$ cat src/rtl/ivector_fifo_n_if.sv
// Request/indication handshake bundle for ivector_fifo_n.
// Slave is the FIFO; master is whatever drives requests and sinks indications.
interface ivector_fifo_n_if #(
  parameter int DATA_WIDTH = 192,
  parameter int DEPTH      = 4,
  parameter int CNT_WIDTH  = 11
);
  localparam int OW = $clog2(DEPTH) + 1;

  logic                  say__ENA;
  logic [DATA_WIDTH-1:0] say_meth;
  logic [DATA_WIDTH-1:0] say_v;
  logic                  say__RDY;
  logic                  flush__ENA;
  logic                  ind_heard__ENA;
  logic [DATA_WIDTH-1:0] ind_heard_meth;
  logic [DATA_WIDTH-1:0] ind_heard_v;
  logic                  ind_heard__RDY;
  logic                  respond_enable;
  logic                  respond_ready;
  logic [OW-1:0]         occupancy;
  logic [CNT_WIDTH-1:0]  heard_count;

  modport slave (
    input  say__ENA, say_meth, say_v, flush__ENA,
    input  ind_heard__RDY, respond_enable,
    output say__RDY, ind_heard__ENA,
    output ind_heard_meth, ind_heard_v,
    output respond_ready, occupancy, heard_count
  );

  modport master (
    output say__ENA, say_meth, say_v, flush__ENA,
    output ind_heard__RDY, respond_enable,
    input  say__RDY, ind_heard__ENA,
    input  ind_heard_meth, ind_heard_v,
    input  respond_ready, occupancy, heard_count
  );
endinterface

$ cat src/rtl/ivector_fifo_n.sv
// DEPTH-entry say->heard indication FIFO with flush,
// occupancy and a wrapping delivered-indication counter.
module ivector_fifo_n #(
  parameter int DATA_WIDTH = 192,
  parameter int DEPTH      = 4,
  parameter int CNT_WIDTH  = 11
) (
  input  logic           CLK,
  input  logic           RST,
  ivector_fifo_n_if.slave bus
);
  localparam int AW = $clog2(DEPTH);
  localparam int EW = 2 * DATA_WIDTH;

  logic [EW-1:0]        mem [DEPTH];
  logic [AW-1:0]        wptr;
  logic [AW-1:0]        rptr;
  logic [AW:0]          count;
  logic [CNT_WIDTH-1:0] hcnt;
  logic                 full;
  logic                 empty;
  logic                 srdy;
  logic                 rrdy;
  logic                 fire;
  logic                 enq;
  logic                 deq;

  always_comb begin
    full  = (count == (AW+1)'(DEPTH));
    empty = (count == '0);
    srdy  = !RST && !full && !bus.flush__ENA;
    rrdy  = !RST && !empty && bus.ind_heard__RDY
            && !bus.flush__ENA;
    fire  = bus.respond_enable && rrdy;
    enq   = bus.say__ENA && srdy;
    deq   = fire;
  end

  assign bus.say__RDY       = srdy;
  assign bus.respond_ready  = rrdy;
  assign bus.ind_heard__ENA = fire;
  assign bus.ind_heard_meth = mem[rptr][EW-1:DATA_WIDTH];
  assign bus.ind_heard_v    = mem[rptr][DATA_WIDTH-1:0];
  assign bus.occupancy      = count;
  assign bus.heard_count    = hcnt;

  // enq is already gated by RST and flush through srdy
  always_ff @(posedge CLK) begin
    if (enq) begin
      mem[wptr] <= {bus.say_meth, bus.say_v};
    end
  end

  always_ff @(posedge CLK) begin
    if (RST) begin
      wptr  <= '0;
      rptr  <= '0;
      count <= '0;
      hcnt  <= '0;
    end else if (bus.flush__ENA) begin
      wptr  <= '0;
      rptr  <= '0;
      count <= '0;
    end else begin
      if (enq) begin
        wptr <= wptr + AW'(1);
      end
      if (deq) begin
        rptr <= rptr + AW'(1);
        hcnt <= hcnt + CNT_WIDTH'(1);
      end
      unique case ({enq, deq})
        2'b10:   count <= count + (AW+1)'(1);
        2'b01:   count <= count - (AW+1)'(1);
        default: count <= count;
      endcase
    end
  end
endmodule

$ cat src/flat_wrapper.sv
// flat-port wrapper written by rule: the top's interface ports become plain ports
module ivector_fifo_n_flat 
#(
  parameter int DATA_WIDTH = 192,
  parameter int DEPTH      = 4,
  parameter int CNT_WIDTH  = 11
)
  (CLK, RST, bus_say__ENA, bus_say_meth, bus_say_v, bus_flush__ENA, bus_ind_heard__RDY, bus_respond_enable, bus_say__RDY, bus_ind_heard__ENA, bus_ind_heard_meth, bus_ind_heard_v, bus_respond_ready, bus_occupancy, bus_heard_count);
  ivector_fifo_n_if #(.DATA_WIDTH(DATA_WIDTH), .DEPTH(DEPTH), .CNT_WIDTH(CNT_WIDTH)) bus_i ();
  input  logic CLK;
  input  logic RST;
  input wire logic [$bits(bus_i.say__ENA)-1:0] bus_say__ENA;
  input wire logic [$bits(bus_i.say_meth)-1:0] bus_say_meth;
  input wire logic [$bits(bus_i.say_v)-1:0] bus_say_v;
  input wire logic [$bits(bus_i.flush__ENA)-1:0] bus_flush__ENA;
  input wire logic [$bits(bus_i.ind_heard__RDY)-1:0] bus_ind_heard__RDY;
  input wire logic [$bits(bus_i.respond_enable)-1:0] bus_respond_enable;
  output wire logic [$bits(bus_i.say__RDY)-1:0] bus_say__RDY;
  output wire logic [$bits(bus_i.ind_heard__ENA)-1:0] bus_ind_heard__ENA;
  output wire logic [$bits(bus_i.ind_heard_meth)-1:0] bus_ind_heard_meth;
  output wire logic [$bits(bus_i.ind_heard_v)-1:0] bus_ind_heard_v;
  output wire logic [$bits(bus_i.respond_ready)-1:0] bus_respond_ready;
  output wire logic [$bits(bus_i.occupancy)-1:0] bus_occupancy;
  output wire logic [$bits(bus_i.heard_count)-1:0] bus_heard_count;
  assign bus_i.say__ENA = bus_say__ENA;
  assign bus_i.say_meth = bus_say_meth;
  assign bus_i.say_v = bus_say_v;
  assign bus_i.flush__ENA = bus_flush__ENA;
  assign bus_i.ind_heard__RDY = bus_ind_heard__RDY;
  assign bus_i.respond_enable = bus_respond_enable;
  assign bus_say__RDY = bus_i.say__RDY;
  assign bus_ind_heard__ENA = bus_i.ind_heard__ENA;
  assign bus_ind_heard_meth = bus_i.ind_heard_meth;
  assign bus_ind_heard_v = bus_i.ind_heard_v;
  assign bus_respond_ready = bus_i.respond_ready;
  assign bus_occupancy = bus_i.occupancy;
  assign bus_heard_count = bus_i.heard_count;
  ivector_fifo_n #(.DATA_WIDTH(DATA_WIDTH), .DEPTH(DEPTH), .CNT_WIDTH(CNT_WIDTH)) u_core (.CLK(CLK), .RST(RST), .bus(bus_i));
endmodule
$ cat config.mk
export PLATFORM = sky130hd
export DESIGN_NAME = ivector_fifo_n_flat
export DESIGN_NICKNAME = d
export VERILOG_FILES = /design/src/rtl/ivector_fifo_n_if.sv /design/src/rtl/ivector_fifo_n.sv /design/src/flat_wrapper.sv
export SDC_FILE = /design/constraint.sdc
export NUM_CORES = 1
export LEC_CHECK = 0
export ABC_AREA = 1
export CAP_MARGIN = 20
export CORE_MARGIN = 3
export CORE_UTILIZATION = 40
export CTS_CLUSTER_DIAMETER = 60
export DETAILED_ROUTE_END_ITERATION = 8
export PLACE_DENSITY = 0.72
export SETUP_SLACK_MARGIN = 0.3
export SLEW_MARGIN = 20
export SYNTH_ARGS = -nofsm -noshare
export SYNTH_HDL_FRONTEND = slang
export SYNTH_SLANG_ARGS = --single-unit
$ cat constraint.sdc
create_clock -name CLK -period 18.7 [get_ports CLK]
set_clock_uncertainty 0.05 [all_clocks]
set_input_delay 1.87 -clock CLK [delete_from_list [all_inputs] [get_ports CLK]]
set_output_delay 1.87 -clock CLK [all_outputs]
set_load 0.02 [all_outputs]
==> impl_results.md <==
- Cells after synthesis: 3867
- # IOs: 791
- Layout area overhead: 25.4%
- Initial core utilization: 40.4%
- Netlist Area Pre-Place: 0.0574 mm^2
- Placed cells: 6328
- Failing checks: max-slew violations
- DRT Pass-1 Iters: 6
- Post-CTS Setup Bufs: 0
- TritonCTS buffer count: between 150 and 200
- Post-DRT Antenna Nets: 0
- Synth Area per Inst: 14.9 um^2
- Final Hold Viols: 0
- CP startpoint kind: flip-flop
- Max_cap viols: 0
- Syn_nets: 4264
- Top cells by count, synth: edfxtp_1 (1536), nor2_1 (790), o21ai_0 (533)
- Via-to-Cell Ratio: 5.35
- Drt drc: 0
- Max-slew headroom: -7.20%
- First-pass GRT wire length: 214 mm
- Final period util: 41.5%
- Final setup viols: 0
- Leakage power: between 20 and 25 nW
- Synth area leader: edfxtp_1
- Count leader, synth: edfxtp_1
- CTS tree: done
- Routed wire per std cell: approximately 22 um
- Final Cell Area: 0.0720 mm^2
- Core Area: 0.142 mm^2
- Die Ht: 385 um
- I/O Buffers: 790
- CTS sink cnt: 1556
- Cell Area, Placed: 0.0670 mm^2
- Max Fclk: 129 MHz
- Fin crit period: 7.77 ns
- Fin Setup TNS: 0 ns
- Global route total overflow: 0
- Critical path type: reg2out
- Seq pwr share: 54.6%
- Clock transition at path regs: 0.06 ns
- Die footprint: 0.148 mm^2
- 1st-iter DRT viols: 3525
- Worst-margin pin slew: 1.61 ns
- Register-to-register path setup slack: around 14 ns
- CTS max path bufs: 3
- Max IR drop VDD: 0.0803 mV
- Worst R2R Path Depth: 7
- Crit. End Element: output port
- Reg-to-Reg Start: u_core.bus.occupancy[0]
- WP data arrival: 5.85 ns
- Synth Flop Type: edfxtp_1
- Vias: roughly 36000
- Fin nets: 4994
- Clk network pwr share: 41.8%
- Final WL: 147 mm
- Ratio of cells with drive above 1 in the final layout: around 5.4%
- Post-CTS Hold Buffers: 0
- Pwr Total: between 0.007 and 0.008 W
- Yosys cell types: 22
- Fin. max-slew vios: 73
- Internal Power: 0.00567 W
- Worst Hold Launch: u_core.bus.heard_count[10]
- Initial antenna violation count: 51
- Comb pwr share: 3.6%
- Root Buffer: clkbuf_16
- Final std cells w/o fill: 6643
- Top-area cell type share of the netlist area: 80.3%
- Hold WC Path Type: reg2reg
- Outcome: finished, violations left
- Final GP Congestion: 0.895
- Sw power: 0.00143 W
- Number of synthesized flops with an enable pin: 1536
- Clock latency on the worst-skew pair: roughly 0.76 ns
- Syn. warnings: 0
- Dpl hpwl: 88.2 mm
- Number of global-route vias before repair: 34300
- Async S/R FF share, synth: 0%
- RSZ-0062 raised after global routing: false
- Hold Path Cell Cnt: 2
- Sequential area share after synthesis: between 80% and 90%
- Hold Path Sink: u_core.bus.heard_count[10]
- Top cells by area, synth: edfxtp_1 (80%), nor2_1 (5.2%), o21ai_0 (4.6%)
- Post-cts sizing count: 0
- Die Wd: 385 um
- Pwr dens: 98.6 mW/mm^2
- Crit-path max FO: between 100 and 150
- # rows: 138
- Tot GR Track Use: between 10% and 20%
- Largest net degree at the start of global routing: roughly 230
- WP data required: 16.78 ns
- H-tree Lvls: 4
- Worst flop-to-flop path endpoint: u_core.mem[1][69]
- Switching Share: 20.2%
- Synthesized flop and latch total: ~1600
-- worst max-delay path, cell delays in order, from the launching register on --
cell and delay (ns):
dfxtp_4 0.60, inv_8 0.63, buf_4 0.83, buf_4 0.75
buf_4 0.88, o21ai_1 0.13, o22ai_1 0.16, clkdlybuf4s50_1 0.71
-- kinds of logic after synthesis --
| kind of cell | count (synthesis) | share of synthesized area (%) |
|---|---|---|
| AOI/OAI and AO/OA | 1176 | 11.1 |
| xor gates and xnor gates | 4 | 0.0610 |
| adders and majority gates | 7 | 0.166 |
| buffers and inverters | 283 | 2.14 |
| DFF | 1556 | 81.0 |
| and+or+nand+nor | 841 | 5.55 |
-- how the worst max path moves through the flow --
stage	startpoint	slack, ns	cells after the start	end
5_1_grt	flip-flop	10.51	7	bus_ind_heard_meth[26]
4_1_cts	flip-flop	10.90	7	bus_ind_heard_meth[26]
3_5_place_dp	RST	11.64	9	u_core.mem[1][101]
2_1_floorplan	RST	-0.86	6	u_core.mem[0][0]
6_report	flip-flop	10.93	7	bus_ind_heard_meth[92]
3_3_place_gp	RST	11.77	9	u_core.mem[2][149]
-- power by group through the flow --
stage	logic (W)	registers [W]	clock network [W]
2_1_floorplan	0.0000680	0.00397	0
3_3_place_gp	0.000255	0.00395	0
3_5_place_dp	0.000259	0.00395	0
4_1_cts	0.000261	0.00387	0.00303
5_1_grt	0.000275	0.00387	0.00317
6_report	0.000259	0.00387	0.00297
-- sequential cells by signal, indices dropped and copies added, names as in the netlist, named ones only --
register / flops
u_core.bus.heard_count: 11
u_core.wptr: 2
u_core.bus.occupancy: 3
u_core.mem: 1536
u_core.rptr: 2
-- layer usage --
layer  wire [um]  track usage, %
met1       57000            24.0
met2       70900            30.2
met3       14100            6.18
met4        4750            7.82
met5         263               0
-- area by class of cell --
type | instances | area, um^2
inverter | 26 | 113
tap | 1890 | 2360
fill | 11500 | 70100
clock inverter | 78 | 754
sequential | 1556 | 46500
timing repair buffer | 828 | 8300
clock buffer | 204 | 4150
multi-input combinational | 2028 | 9710
antenna | 33 | 82.6
-- stage by stage --
stage                     hold slack [ns]  util [%]  worst slack [ns]
after global placement              0.441      47.2             11.77
after global routing                0.473      50.6             10.51
after floorplan                     0.418         -            -0.858
after detailed placement            0.446      47.2             11.64
after CTS                           0.454      50.6             10.90
final                               0.454      50.7             10.93
-- cells in the final DEF, fill, tap and decap left out, drive strengths merged --
cell	netlist	routed
edfxtp	1536	1536
nor2	791	791
clkdlybuf4s50	0	790
o21ai	775	775
o22ai	384	384
clkbuf	145	204
clkinv	0	59
nand2	40	40
buf	112	38
inv	26	36
diode	0	33
dfxtp	20	20
a21oi	16	16
nand3	9	9
bufinv	0	7
ha	6	6
xor2	4	4
clkinvlp	0	2
a31oi	1	1
nand3b	1	1
fa	1	1
(Power assumes the default switching activity.)
